$ cat config.mk
export PLATFORM = sky130hd
export DESIGN_NAME = ifu_fetch
export DESIGN_NICKNAME = d
export VERILOG_FILES = /design/src/rtl/fetch_queue.sv /design/src/rtl/ifu_fetch.sv
export VERILOG_INCLUDE_DIRS = /design/src /design/src/rtl
export SDC_FILE = /design/constraint.sdc
export NUM_CORES = 1
export LEC_CHECK = 0
export CAP_MARGIN = 25
export CORE_MARGIN = 4
export CORE_UTILIZATION = 45
export CTS_CLUSTER_SIZE = 25
export DETAILED_ROUTE_END_ITERATION = 12
export GPL_TIMING_DRIVEN = 0
export PLACE_DENSITY = 0.75
export SLEW_MARGIN = 20
export SYNTH_ARGS = -nofsm -noshare
export SYNTH_HDL_FRONTEND = slang
export SYNTH_SLANG_ARGS = --single-unit
$ cat constraint.sdc
create_clock -name clk -period 3.5 [get_ports clk]
set_clock_uncertainty 0.15 [all_clocks]
set_input_delay 0.7 -clock clk [delete_from_list [all_inputs] [get_ports clk]]
set_output_delay 0.7 -clock clk [all_outputs]
set_load 0.005 [all_outputs]
$ cat src/rtl/define.v
// Shared core-wide macros: instruction encodings, hold codes and bus widths.
`ifndef IFU_DEFINE_V
`define IFU_DEFINE_V

`define INST_NOP      32'h0000_0013
`define Hold_Flag_Bus 2:0
`define Hold_None     3'b000
`define Hold_Pc       3'b001
`define Hold_If       3'b010
`define Hold_Id       3'b011
`define InstBus       31:0
`define InstAddrBus   31:0
`define IbusAddrBus   31:0

`endif

$ cat src/rtl/fetch_queue.sv
// In-order fetch queue: entries are allocated when a request is granted and
// filled when its response returns; the head is popped once its data is valid.
module fetch_queue #(
  parameter int DEPTH = 2
) (
  input  logic        clk,
  input  logic        rstn,
  input  logic        clear,
  input  logic        alloc,
  input  logic [31:0] alloc_addr,
  input  logic        fill,
  input  logic [31:0] fill_data,
  input  logic        pop,
  output logic        head_ready,
  output logic [31:0] head_addr,
  output logic [31:0] head_data,
  output logic        full
);
  localparam int PW = $clog2(DEPTH);
  localparam int CW = $clog2(DEPTH + 1);

  logic [PW-1:0]            head;
  logic [PW-1:0]            tail;
  logic [PW-1:0]            fptr;   // oldest allocated entry still waiting for data
  logic [CW-1:0]            count;
  logic [DEPTH-1:0][31:0]   addr_q;
  logic [DEPTH-1:0][31:0]   data_q;
  logic [DEPTH-1:0]         dvalid_q;

  assign head_ready = (count != '0) && dvalid_q[head];
  assign head_addr  = addr_q[head];
  assign head_data  = data_q[head];
  assign full       = (count == CW'(DEPTH));

  // Pointers, occupancy and per-entry data-valid flags; DEPTH is a power of
  // two so pointers wrap naturally.
  always_ff @(posedge clk) begin
    if (!rstn || clear) begin
      head     <= '0;
      tail     <= '0;
      fptr     <= '0;
      count    <= '0;
      dvalid_q <= '0;
    end else begin
      if (alloc) begin
        dvalid_q[tail] <= 1'b0;
        tail           <= tail + 1'b1;
      end
      // fptr never equals tail while a fill is legal, so the two writes to
      // dvalid_q always hit different entries.
      if (fill) begin
        dvalid_q[fptr] <= 1'b1;
        fptr           <= fptr + 1'b1;
      end
      if (pop) head <= head + 1'b1;
      count <= count + CW'(alloc) - CW'(pop);
    end
  end

  // Payload storage needs no reset; dvalid_q/count qualify it.
  always_ff @(posedge clk) begin
    if (alloc) addr_q[tail] <= alloc_addr;
    if (fill)  data_q[fptr] <= fill_data;
  end
endmodule

$ cat src/rtl/ifu_fetch.sv
// Instruction fetch unit: owns the PC, issues word fetches on a req/gnt/rvalid
// bus, buffers responses in order and presents one {inst, addr} per cycle.
`include "define.v"

module ifu_fetch #(
  parameter logic [31:0] RESET_PC = 32'h0000_0000,
  parameter int          DEPTH    = 2
) (
  input  logic                  clk,
  input  logic                  rstn,
  input  logic                  jump_flag_i,
  input  logic [31:0]           jump_addr_i,
  input  logic [`Hold_Flag_Bus] hold_flag_i,
  output logic                  ibus_req_o,
  output logic [`IbusAddrBus]   ibus_addr_o,
  input  logic                  ibus_gnt_i,
  input  logic                  ibus_rvalid_i,
  input  logic [31:0]           ibus_rdata_i,
  output logic [`InstBus]       inst_o,
  output logic [`InstAddrBus]   inst_addr_o
);
  localparam int CW = $clog2(DEPTH + 1);
  // Back-to-back jumps can stack discards beyond DEPTH, so leave headroom.
  localparam int DW = CW + 2;

  logic [31:0]   pc;
  logic [CW-1:0] outstanding;
  logic [DW-1:0] discard;
  logic          hold_en;
  logic          pop;
  logic          grant;
  logic          drop;
  logic          fill;
  logic          head_ready;
  logic          full;
  logic [31:0]   head_addr;
  logic [31:0]   head_data;

  assign hold_en = (hold_flag_i >= `Hold_If);
  assign pop     = rstn && !hold_en && !jump_flag_i && head_ready;
  // A slot freed by this cycle's pop is reusable at once; this keeps a
  // 2-entry queue streaming at one instruction per cycle.
  assign ibus_req_o  = rstn && !jump_flag_i && (!full || pop);
  assign ibus_addr_o = pc;
  assign grant       = ibus_req_o && ibus_gnt_i;
  assign drop        = ibus_rvalid_i && (discard != '0);
  // The response landing in a jump cycle belongs to the flushed stream.
  assign fill        = ibus_rvalid_i && (discard == '0) && !jump_flag_i;

  assign inst_o      = (rstn && head_ready) ? head_data : `INST_NOP;
  assign inst_addr_o = (rstn && head_ready) ? head_addr : 32'h0;

  fetch_queue #(.DEPTH(DEPTH)) u_queue (
    .clk        (clk),
    .rstn       (rstn),
    .clear      (jump_flag_i),
    .alloc      (grant),
    .alloc_addr (pc),
    .fill       (fill),
    .fill_data  (ibus_rdata_i),
    .pop        (pop),
    .head_ready (head_ready),
    .head_addr  (head_addr),
    .head_data  (head_data),
    .full       (full)
  );

  // PC: redirect on jump, otherwise advance one word per granted fetch.
  always_ff @(posedge clk) begin
    if (!rstn)            pc <= RESET_PC;
    else if (jump_flag_i) pc <= {jump_addr_i[31:2], 2'b00};
    else if (grant)       pc <= pc + 32'd4;
  end

  // Outstanding fetches whose data will land in the queue.
  always_ff @(posedge clk) begin
    if (!rstn || jump_flag_i) outstanding <= '0;
    else                      outstanding <= outstanding + CW'(grant) - CW'(fill);
  end

  // Responses still in flight that belong to a flushed stream.
  always_ff @(posedge clk) begin
    if (!rstn)            discard <= '0;
    else if (jump_flag_i) discard <= discard + DW'(outstanding) - DW'(ibus_rvalid_i);
    else if (drop)        discard <= discard - 1'b1;
  end

  // Every response must match a request or a pending discard.
  a_rvalid_expected: assert property (@(posedge clk) disable iff (!rstn)
    ibus_rvalid_i |-> (outstanding != '0 || discard != '0));
endmodule

After elaboration in Yosys (flattened, before gate mapping)
Cells that the tools add are included.
{ "totals": {"ff_bits": 173, "elab_cells": 85} }
{ "op_classes": {"add_sub_neg": 11, "order_cmp": 6, "n_eq_ne": 1, "n_mux": 25, "bitwise_logic": 4, "n_reduce_logical": 25} }
{ "ops": {"columns": ["op", "count"], "rows": [
  ["32-bit two-way mux", 10],
  ["64-bit bitwise mux", 2],
  ["32-bit demux with 1-bit select", 2],
  ["32-bit by 3-bit adder with 32-bit output, second input constant", 1],
  ["1-bit logical AND", 13],
  ["4-bit two-way mux", 2],
  ["1-bit by 2-bit less-than comparator with 1-bit output, second input constant", 3],
  ["2-bit two-way mux", 3],
  ["2-bit nonzero test", 3],
  ["2-bit by 1-bit adder with 2-bit output", 2],
  ["4-bit by 2-bit adder with 4-bit output", 1],
  ["1-bit logical NOT", 4],
  ["4-bit logical NOT", 1],
  ["1-bit two-way mux", 4],
  ["4-bit nonzero test", 1],
  ["2-bit by 1-bit subtractor with 2-bit output", 2],
  ["4-bit by 1-bit subtractor with 4-bit output", 1],
  ["4-bit by 1-bit subtractor with 4-bit output, second input constant", 1],
  ["1-bit adder, second input constant", 3],
  ["3-bit by 2-bit >= comparator with 1-bit output, second input constant", 1],
  ["2-bit AND", 1],
  ["1-bit demux with 1-bit select", 2],
  ["2-bit equality test, second input constant", 1],
  ["1-bit >= comparator, second input constant", 2],
  ["other kinds (5)", 6]
]} }

Logic depth before layout (Yosys ltp)
Gate-level depths: netlist (run 1).
{ "depth": {"ltp_word": 12, "depth_mapped": 11} }

By module
From an unflattened synthesis (run 1), not the netlist that was laid out.
{ "unflattened": {"cells_unflattened": 597, "hier_area_um2": 7679.9} }
{ "modules_own_cells": {"columns": ["mod", "instances", "cells_per_inst", "area_each_um2", "seq_area_each_um2"], "rows": [
  ["fetch_queue", 1, 236, 4946.0, 3983.8],
  ["ifu_fetch", 1, 361, 2733.9, 720.7]
]} }

Worst setup path after synthesis (run 1)
OpenSTA, ideal clock, no wires.
{ "synth_path": {"path_type": "input-to-reg", "startpoint": "input rstn", "endpoint": "register u_queue.addr_q[10] in the netlist's numbering (enable)", "setup_ns": 0.417, "arrival_ns": 2.926, "t_required_ns": 2.933, "slack_ns": 0.007, "stages": 6, "cell_sequence": "clkbuf_1 > nand2b_1 > nor2_1 > clkbuf_1 > nand2_1 > nor2_1"} }
{ "synth_via": {"elab_chain_cells": 6, "elab_cells_between_ends": 7, "classes_between": "reduce/logical: 7"} }
{ "synth_lines": {"columns": ["item", "line", "rtl"], "rows": [
  ["start, declared", "ifu_fetch.sv:10", "input logic rstn,"],
  ["1-bit logical AND (3 in series)", "ifu_fetch.sv:40", "assign pop = rstn && !hold_en && !jump_flag_i && head_ready;"],
  ["1-bit logical OR", "ifu_fetch.sv:43", "assign ibus_req_o = rstn && !jump_flag_i && (!full || pop);"],
  ["1-bit logical AND (*)", "ifu_fetch.sv:43", null],
  ["1-bit logical AND (*)", "ifu_fetch.sv:45", "assign grant = ibus_req_o && ibus_gnt_i;"],
  ["end signal, assigned by index", "fetch_queue.sv:62", "if (alloc) addr_q[tail] <= alloc_addr;"],
  ["end, declared", "fetch_queue.sv:26", "logic [DEPTH-1:0][31:0] addr_q;"]
]} }
Every way passes the cells marked *; elsewhere a longest branch is shown, timed or not.
A chain may end at the register's enable or synchronous reset.

Worst setup path after layout (run 1)
{ "layout_path": {"startpoint": "register u_queue.head", "endpoint": "output inst_addr_o[29]"} }
{ "layout_via": {"elab_chain_cells": 5, "elab_cells_between_ends": 7, "classes_between": "mux: 5; reduce/logical: 2"} }
{ "layout_lines": {"columns": ["item", "line", "rtl"], "rows": [
  ["start, declared", "fetch_queue.sv:22", "logic [PW-1:0] head;"],
  ["start signal, assigned", "fetch_queue.sv:55", "if (pop) head <= head + 1'b1;"],
  ["1-bit two-way mux (implied by the code) (2 in series)", "fetch_queue.sv:30", "assign head_ready = (count != '0) && dvalid_q[head];"],
  ["1-bit logical AND", "fetch_queue.sv:30", null],
  ["1-bit logical AND", "ifu_fetch.sv:51", "assign inst_addr_o = (rstn && head_ready) ? head_addr : 32'h0;"],
  ["32-bit two-way mux (*)", "ifu_fetch.sv:51", null],
  ["end, declared", "ifu_fetch.sv:20", "output logic [`InstAddrBus] inst_addr_o"]
]} }
Every way passes the cells marked *; elsewhere a longest branch is shown, timed or not. The select of a mux whose other input is x is not followed.

==> results of run 1 <==
-- power by group through the flow --
stage | sequential (mW) | combinational, mW | clock (mW)
2_1_floorplan | 2.34 | 0.315 | 0
3_3_place_gp | 2.36 | 0.508 | 0
3_5_place_dp | 2.36 | 0.543 | 0
4_1_cts | 2.32 | 0.550 | 1.83
5_1_grt | 2.33 | 0.606 | 1.92
6_report | 2.32 | 0.552 | 1.81
-- flip-flops by register name (all words and copies together), names as in the netlist --
name / count
u_queue.tail: 1
u_queue.fptr: 1
u_queue.data_q: 64
u_queue.dvalid_q: 2
discard: 4
outstanding: 2
u_queue.head: 1
u_queue.count: 2
ibus_addr_o: 30
u_queue.addr_q: 60
-- cells by family (layout without fill, tap and decap cells) --
kind of cell | Yosys count | count (layout) | share of synthesized area
and+or+nand+nor | 199 | 199 | 0.130
DFF | 167 | 167 | 0.627
AOI/OAI and AO/OA | 91 | 91 | 0.0814
muxes | 69 | 69 | 0.0951
buffers and inverters | 56 | 250 | 0.0325
adders and majority gates | 12 | 12 | 0.0216
xor gates and xnor gates | 10 | 10 | 0.0120
other | 1 | 4 | 0.000513
-- worst max-delay path, cell delays in order, from the launching register on --
cell and delay [ps]:
dfxtp_1 290, buf_4 190, mux2i_4 230, nor2_4 180, nand2_2 120, buf_4 220
buf_4 180, nor2_1 130, clkdlybuf4s50_1 530
-- worst max-delay path by stage --
| stage | startpoint | to | slack [ps] | depth (start not counted) |
|---|---|---|---|---|
| 2_1_floorplan | rstn | u_queue.addr_q[10] | 7 | 6 |
| 3_3_place_gp | jump_flag_i | u_queue.addr_q[13] | -1510 | 6 |
| 3_5_place_dp | jump_flag_i | outstanding[1] | -120 | 11 |
| 4_1_cts | u_queue.head | inst_addr_o[2] | 30 | 7 |
| 5_1_grt | u_queue.head | inst_addr_o[30] | 2 | 8 |
| 6_report | u_queue.head | inst_addr_o[29] | 140 | 8 |
-- what timing repair did --
item / in CTS / in global routing
endpoints found under the setup margin: 60 / 33
hold buffers: 0 / 0
gates cloned: 0 / 0
resized for setup: 10 / 10
-- cell usage in the layout (no fill, tap or decap), types with 4 or more instances in the layout --
| master | n |
|---|---|
| o21ai_0 | 20 |
| and3_1 | 8 |
| nand2_1 | 35 |
| nand4_1 | 15 |
| nor2_1 | 73 |
| nand3_1 | 18 |
| clkbuf_1 | 19 |
| ha_1 | 11 |
| mux2i_1 | 64 |
| o311ai_0 | 4 |
| or3_1 | 7 |
| dfxtp_1 | 43 |
| xnor2_1 | 8 |
| clkinv_4 | 4 |
| clkbuf_2 | 4 |
| clkdlybuf4s50_1 | 159 |
| edfxtp_1 | 124 |
| clkbuf_16 | 17 |
| nor4_1 | 7 |
| a31oi_1 | 10 |
| nor3_1 | 15 |
| buf_4 | 8 |
| a21oi_1 | 27 |
| conb_1 | 4 |
| mux2_2 | 4 |
| buf_2 | 4 |
| inv_1 | 19 |
-- stage by stage --
stage | setup WS (ps) | setup TNS, ps | total power, mW | utilization
after floorplan | 6.82 | 0 | 2.66 | -
after global placement | -1510 | -89000 | 2.87 | 0.579
after detailed placement | -118 | -1790 | 2.91 | 0.583
after CTS | 32.7 | 0 | 4.70 | 0.622
after global routing | 2.27 | 0 | 4.85 | 0.622
final | 140 | 0 | 4.68 | 0.622
-- per-layer routing --
metal	global-route usage	vias to the layer above	part of all wire
li1	-	2621	-
met2	0.354	311	0.49
met1	0.257	2735	0.40
met4	0.0750	0	0.025
met5	0	-	0
met3	0.0620	50	0.084
-- cell type report --
type	count	area [um^2]	area share
inverter	22	82.6	0.00836
sequential	167	4580	0.464
tap	216	270	0.0273
clock inverter	14	141	0.0143
buffer	34	168	0.0170
timing repair buffer	162	1660	0.168
clock buffer	18	429	0.0434
multi-input combinational	385	2550	0.258
==> impl_metrics.csv, run 1 <==
group,metric,value,unit
clock_network,clkTransAtPathRegs,60,ps
grt,antenna_found_initial,0,
power,power.internal,3.51,mW
worst_setup_path,worstSetupEndpointType,"output port",
die,top_level_ports,169,
die,start_util,0.460,
placed_design,dpl_cell_area,0.00927,mm^2
hold_path,worstHoldStart,"u_queue.fptr",
power,power_frac_comb,0.118,
clock_network,cts_buffers,17,
placed_design,hpwlAfterDp,14.0,mm
grt,grt_pass1_wl,29.6,mm
synthesis,ys.flop_type,"edfxtp_1",
sta,setup_viol,0,
drt,drt-total-wl,19.5,mm
worst_setup_path,r2r_end,"outstanding[1]",
drt,drt-initial-drc-count,515,
worst_setup_path,r2r_slack,660,ps
grt,grt_max_degree,33,
synthesis,synthArstFlopShare,0,
die,rows,46,
clock_network,worstSkewPairLatency,430,ps
power,p_sw_frac,0.249,
sta,grt_setup_unrepaired,"no",
sta,report.final.slew_viol_count,0,
power,ir_drop,0.000380,V
placed_design,gp_congestion,0.885,
die,die_height,135,um
worst_setup_path,critPathLaunchType,"register",
sta,finalHoldViolations,0,
run_status,status,"finished, final reports clean",
grt,grtUsageTotal,0.210,
synthesis,synth_top_area_frac,0.509,
synthesis,yosys.area.top_type,"edfxtp_1",
synthesis,synth_most_common_cell,"edfxtp_1",
final_layout,drive_above_1_share,0.0835,
drt,vias_per_cell,5.62,
power,clkPwrFrac,0.386,
final_layout,fillers,1267,
job,drv_cap,0,
sta,whs,324,ps
synthesis,synth_warnings,0,
power,seq_power_share,0.496,
final_layout,nets,873,
drt,drtAntennaViolNets,0,
clock_network,cts-root-buf,"clkbuf_16",
clock_network,cts.path.max_buffers,2,
synthesis,synth-edff-count,124,
synthesis,synthCells,605,
sta,max_freq,298,MHz
die,dieWidth,135,um
clock_network,cts_tree,"yes",
synthesis,ys_types,58,
power,p_sw,1.17,mW
drt,via_count,5717,
synthesis,synth_area_leaders,"edfxtp_1, dfxtp_1, mux2i_1, nor2_1, ha_1",
synthesis,avgSynthCellArea,12.1,um^2
drt,drc,0,
drt,wl_per_cell,19.1,um
synthesis,synth-seq-area-share,0.627,
worst_setup_path,rr_startpoint,"u_queue.head",
worst_setup_path,r2r_cells,11,
sta,worst_pin_slew,833,ps
hold_path,hold_depth,2,
worst_setup_path,cp_data_arrival_time,2510,ps
synthesis,synthTopCellsByCount,"edfxtp_1, nor2_1, mux2i_1",
die,core_area,0.0159,mm^2
drt,dr.pass1.iters,7,
sta,finalCritPeriodShare,0.960,
power,powerDensity,474,mW/mm^2
sta,slew_headroom,0.445,
final_layout,fin_area,0.00988,mm^2
worst_setup_path,required,2650,ps
final_layout,instances_no_fill,1018,
clock_network,cts_max_level,4,
sta,fin_crit,3360,ps
synthesis,yosys_register_bits,167,
worst_setup_path,critPathKind,"reg -> out",
grt,overflow,0,
die,die_area,0.0184,mm^2
clock_network,post_cts_buffers,0,
hold_path,hold_class,"reg -> reg",
final_layout,antenna_cells,0,
synthesis,syn_area,0.00731,mm^2
final_layout,area_growth,35.1,%
worst_setup_path,cp_max_fo,10,
power,p_leak,3.20,nW
placed_design,place_inst,986,
hold_path,min_to,"u_queue.fptr",
placed_design,place.port_buffers,160,
grt,grt_pass1_vias,5674,
clock_network,clkSinkCount,167,
No activity file was read; power rests on OpenSTA's default activity.
==> run 2, diff against run 1 <==
--- a/config.mk
+++ b/config.mk
@@ -8,11 +8,11 @@
 export LEC_CHECK = 0
 export CAP_MARGIN = 25
 export CORE_MARGIN = 4
-export CORE_UTILIZATION = 45
+export CORE_UTILIZATION = 50
 export CTS_CLUSTER_SIZE = 25
 export DETAILED_ROUTE_END_ITERATION = 12
 export GPL_TIMING_DRIVEN = 0
-export PLACE_DENSITY = 0.75
+export PLACE_DENSITY = 0.79
 export SLEW_MARGIN = 20
 export SYNTH_ARGS = -nofsm -noshare
 export SYNTH_HDL_FRONTEND = slang
==> constraint.sdc (replaced) <==
create_clock -name clk -period 3.8 [get_ports clk]
set_clock_uncertainty 0.15 [all_clocks]
set_input_delay 0.76 -clock clk [delete_from_list [all_inputs] [get_ports clk]]
set_output_delay 0.76 -clock clk [all_outputs]
set_load 0.005 [all_outputs]
==> impl_metrics.csv, run 2 (same netlist as run 1, synthesis figures left out) <==
group,metric,value,unit
job,drv_cap,0,
die,dieWidth,129,um
clock_network,cts.path.max_buffers,2,
power,ir_drop,0.000326,V
hold_path,hold_class,"reg -> reg",
final_layout,regMostFlops,"u_queue.data_q",
final_layout,largest_register_ffs,64,
final_layout,fin_area,0.00986,mm^2
placed_design,dpl_cell_area,0.00922,mm^2
grt,antenna_found_initial,0,
clock_network,cts_buffers,17,
sta,whs,310,ps
sta,worst_pin_slew,792,ps
drt,wl_per_cell,19.3,um
drt,drc,0,
power,powerDensity,455,mW/mm^2
drt,drt-initial-drc-count,554,
drt,drtAntennaViolNets,0,
final_layout,area_growth,34.8,%
drt,via_count,5666,
clock_network,post_cts_buffers,0,
worst_setup_path,required,2890,ps
drt,vias_per_cell,5.78,
worst_setup_path,critPathLaunchType,"input pin",
grt,overflow,0,
sta,setup_viol,0,
die,die_area,0.0166,mm^2
final_layout,nets,872,
final_layout,drive_above_1_share,0.0737,
clock_network,cts-root-buf,"clkbuf_16",
grt,grt_pass1_wl,29.2,mm
die,top_level_ports,169,
die,start_util,0.519,
worst_setup_path,cp_max_fo,10,
drt,dr.pass1.iters,5,
grt,grt_pass1_vias,5479,
sta,grt_setup_unrepaired,"no",
die,core_area,0.0141,mm^2
placed_design,place.port_buffers,160,
power,power,4.49,mW
sta,max_freq,273,MHz
clock_network,cts_max_level,4,
final_layout,seq_area,0.00458,mm^2
clock_network,hold_buffers,0,
power,p_leak,3.20,nW
clock_network,clkSinkCount,167,
clock_network,cts_tree,"yes",
worst_setup_path,critPathKind,"in -> out",
placed_design,gp_congestion,0.922,
run_status,status,"finished, final reports clean",
worst_setup_path,cp_data_arrival_time,2750,ps
grt,grt_max_degree,33,
final_layout,fillers,979,
final_layout,final_common_cell,"clkdlybuf4s50_1",
placed_design,hpwlAfterDp,13.6,mm
grt,grtUsageTotal,0.228,
worst_setup_path,worstSetupEndpointType,"output port",
sta,report.final.slew_viol_count,0,
clock_network,worstSkewPairLatency,430,ps
sta,finalHoldViolations,0,
sta,fin_crit,3660,ps
drt,drt-total-wl,18.9,mm
sta,finalCritPeriodShare,0.964,
sta,slew_headroom,0.472,
final_layout,layout_common_cells,"clkdlybuf4s50_1, edfxtp_1, nor2_1, mux2i_1, dfxtp_1",
die,die_height,129,um
die,rows,43,
clock_network,clkTransAtPathRegs,60,ps
final_layout,multiInputGateArea,0.00252,mm^2
final_layout,antenna_cells,0,
worst_setup_path,r2r_slack,1010,ps
[run 2: changes by cell type in the layout (fill, tap and decap cells not counted), sizes merged]
cell           delta
bufinv            +4
clkinvlp          -1
clkdlybuf4s50     +1
dlymetal6s2s      -1
clkbuf            +2
clkinv            +1
inv               -4
buf               -3
[run 2: layout make-up]
type	instances	share of cell area
plain buffers	33	0.0161
clock buffers	18	0.0435
clock inverters	14	0.0207
inverters	22	0.00838
multi-input cells	385	0.255
flip-flops and latches	167	0.465
well taps	180	0.0228
repair buffers	162	0.168
[run 2: through the flow]
step           TNS [ps]  std cells  utilization  setup slack (ps)
6_report              0        981        0.699               138
5_1_grt               0        981        0.699              28.1
4_1_cts               0        981        0.699              1.44
3_5_place_dp          0        950        0.654               117
3_3_place_gp     -61140        948        0.649             -1160
2_1_floorplan         0        608            -               247
[run 2: power by group]
group | leakage [nW] | internal, mW | switching, mW
registers | 1.48 | 2.07 | 0.0663
logic | 1.42 | 0.246 | 0.253
clock network | 0.303 | 1.16 | 0.690
total | 3.20 | 3.48 | 1.01
[run 2: path summary, 6_finish.rpt]
path,from,cells after the start,to
worst max-delay path,jump_flag_i,6,ibus_req_o
worst min-delay path,u_queue.fptr,2,u_queue.fptr
worst max register to register,u_queue.head,11,outstanding[1]
worst min register to register,u_queue.fptr,2,u_queue.fptr
[run 2: what timing repair did]
action	CTS	global route
setup endpoints to repair	10	59
resized for setup	0	9
hold endpoints to repair	0	0
[run 2: routing by layer]
metal | track usage | vias up | wire length, um
li1 | - | 2618 | -
met1 | 0.299 | 2695 | 7750
met2 | 0.370 | 311 | 9200
met3 | 0.0602 | 42 | 1540
met4 | 0.0778 | 0 | 422
met5 | 0 | - | 0
[run 2: critical path, stage by stage]
cell and delay, ps:
clkdlybuf4s50_1 430, nand2b_1 170, clkbuf_1 250, nor4b_2 420
o21bai_1 160, clkdlybuf4s50_1 550
==> run 3, diff against run 2 <==
--- a/config.mk
+++ b/config.mk
@@ -8,11 +8,11 @@
 export LEC_CHECK = 0
 export CAP_MARGIN = 25
 export CORE_MARGIN = 4
-export CORE_UTILIZATION = 50
+export CORE_UTILIZATION = 47
 export CTS_CLUSTER_SIZE = 25
 export DETAILED_ROUTE_END_ITERATION = 12
 export GPL_TIMING_DRIVEN = 0
-export PLACE_DENSITY = 0.79
+export PLACE_DENSITY = 0.75
 export SLEW_MARGIN = 20
 export SYNTH_ARGS = -nofsm -noshare
 export SYNTH_HDL_FRONTEND = slang
==> impl_metrics.csv, run 3 (same netlist as run 1, synthesis figures left out) <==
group,metric,value,unit
run_status,status,"finished, final reports clean",
sta,report.final.slew_viol_count,0,
drt,via_count,5694,
grt,antenna_found_initial,0,
grt,grt_max_degree,33,
clock_network,clkTransAtPathRegs,60,ps
hold_path,hold_class,"reg -> reg",
clock_network,clkSinkCount,167,
drt,drc,0,
clock_network,cts.path.max_buffers,2,
power,ir_drop,0.000375,V
worst_setup_path,crit_path_max_incr_delay,550,ps
die,die_area,0.0176,mm^2
grt,overflow,0,
sta,max_freq,271,MHz
sta,slew_headroom,0.458,
sta,worst_pin_slew,813,ps
clock_network,hold_buffers,0,
placed_design,hpwlAfterDp,13.8,mm
power,p_leak,3.20,nW
worst_setup_path,path_cells,"clkdlybuf4s50_1 -> nand2b_1 -> clkbuf_1 -> nor4b_4 -> o21bai_1 -> clkdlybuf4s50_1",
die,dieWidth,133,um
clock_network,cts-root-buf,"clkbuf_16",
placed_design,place.port_buffers,160,
sta,fin_crit,3690,ps
worst_setup_path,required,2890,ps
grt,grt_pass1_vias,5660,
final_layout,drive_above_1_share,0.0762,
sta,finalHoldViolations,0,
clock_network,ctsResizeCount,1,
clock_network,cts_buffers,17,
die,top_level_ports,169,
sta,setup_viol,0,
grt,grtUsageTotal,0.219,
final_layout,nets,872,
final_layout,final_common_cell,"clkdlybuf4s50_1",
drt,drt-initial-drc-count,491,
final_layout,largest_register_ffs,64,
power,powerDensity,445,mW/mm^2
clock_network,cts_tree,"yes",
drt,drt-total-wl,19.3,mm
sta,whs,316,ps
die,core_area,0.0152,mm^2
drt,vias_per_cell,5.76,
final_layout,area_growth,34.8,%
worst_setup_path,cp_max_fo,10,
clock_network,post_cts_buffers,0,
grt,grt_pass1_wl,30.3,mm
worst_setup_path,cp_common_cell,"clkdlybuf4s50_1",
drt,dr.pass1.iters,6,
final_layout,fillers,1185,
sta,grt_setup_unrepaired,"no",
worst_setup_path,worstSetupEndpointType,"output port",
die,die_height,133,um
sta,finalCritPeriodShare,0.971,
placed_design,gp_congestion,0.891,
final_layout,antenna_cells,0,
die,rows,45,
drt,drtAntennaViolNets,0,
die,start_util,0.481,
clock_network,worstSkewPairLatency,430,ps
clock_network,cts_max_level,4,
power,power,4.38,mW
final_layout,layout_common_cells,"clkdlybuf4s50_1, edfxtp_1, nor2_1, mux2i_1, dfxtp_1",
final_layout,regMostFlops,"u_queue.data_q",
worst_setup_path,cp_data_arrival_time,2780,ps
worst_setup_path,critPathKind,"in -> out",
worst_setup_path,critPathLaunchType,"input pin",
worst_setup_path,critPathSlowestCell,"clkdlybuf4s50_1",
drt,wl_per_cell,19.6,um
job,drv_cap,0,
[run 3: cell count changes in the layout (fill, tap and decap cells not counted), sizes merged]
cell    before  now
bufinv       5    1
clkbuf      42   48
clkinv       6    4
[run 3: where the power goes]
part / switching [mW] / leakage, nW / total (mW) / internal (mW)
Clock: 0.698 / 0.292 / 1.74 / 1.04
Sequential: 0.0664 / 1.48 / 2.14 / 2.07
Combinational: 0.258 / 1.43 / 0.504 / 0.246
[run 3: routing by layer]
| layer | part of all wire | wire [um] | vias up | GRT usage |
|---|---|---|---|---|
| met4 | 0.023 | 437 | 0 | 0.0808 |
| met5 | 0 | 0 | - | 0 |
| met3 | 0.077 | 1500 | 35 | 0.0494 |
| met2 | 0.50 | 9600 | 294 | 0.365 |
| met1 | 0.40 | 7810 | 2749 | 0.282 |
| li1 | - | - | 2616 | - |
[run 3: final cells by class]
| cell class | count | area (um^2) | area share |
|---|---|---|---|
| Multi-Input combinational cell | 385 | 2530 | 0.257 |
| Tap cell | 188 | 235 | 0.0239 |
| Clock buffer | 24 | 526 | 0.0533 |
| Inverter | 22 | 82.6 | 0.00838 |
| Timing Repair Buffer | 162 | 1660 | 0.168 |
| Sequential cell | 167 | 4580 | 0.465 |
| Clock inverter | 8 | 85.1 | 0.00863 |
| Buffer | 33 | 159 | 0.0161 |
[run 3: critical path, delay by kind of cell]
family          cells  cell delay (ps)
compound gates      1              160
buf+inv             3             1290
simple gates        2              570
[run 3: path summary, 6_finish.rpt]
check                           slack, ps      startpoint  depth (start not counted)              end
worst min register to register        320    u_queue.fptr                          2     u_queue.fptr
worst max-delay path                  110     jump_flag_i                          6       ibus_req_o
worst max register to register        970  ibus_addr_o[2]                          6  ibus_addr_o[30]
worst min-delay path                  320    u_queue.fptr                          2     u_queue.fptr
[run 3: through the flow]
stage          utilization  cells  instance area [um^2]  TNS, ps  worst slack [ps]
2_1_floorplan            -    608                  7320        0               247
3_3_place_gp         0.603    956                  9160   -64830             -1240
4_1_cts              0.647    989                  9840        0              8.33
3_5_place_dp         0.607    958                  9230        0              73.9
6_report             0.648    989                  9860        0               112
5_1_grt              0.648    989                  9860        0              39.6
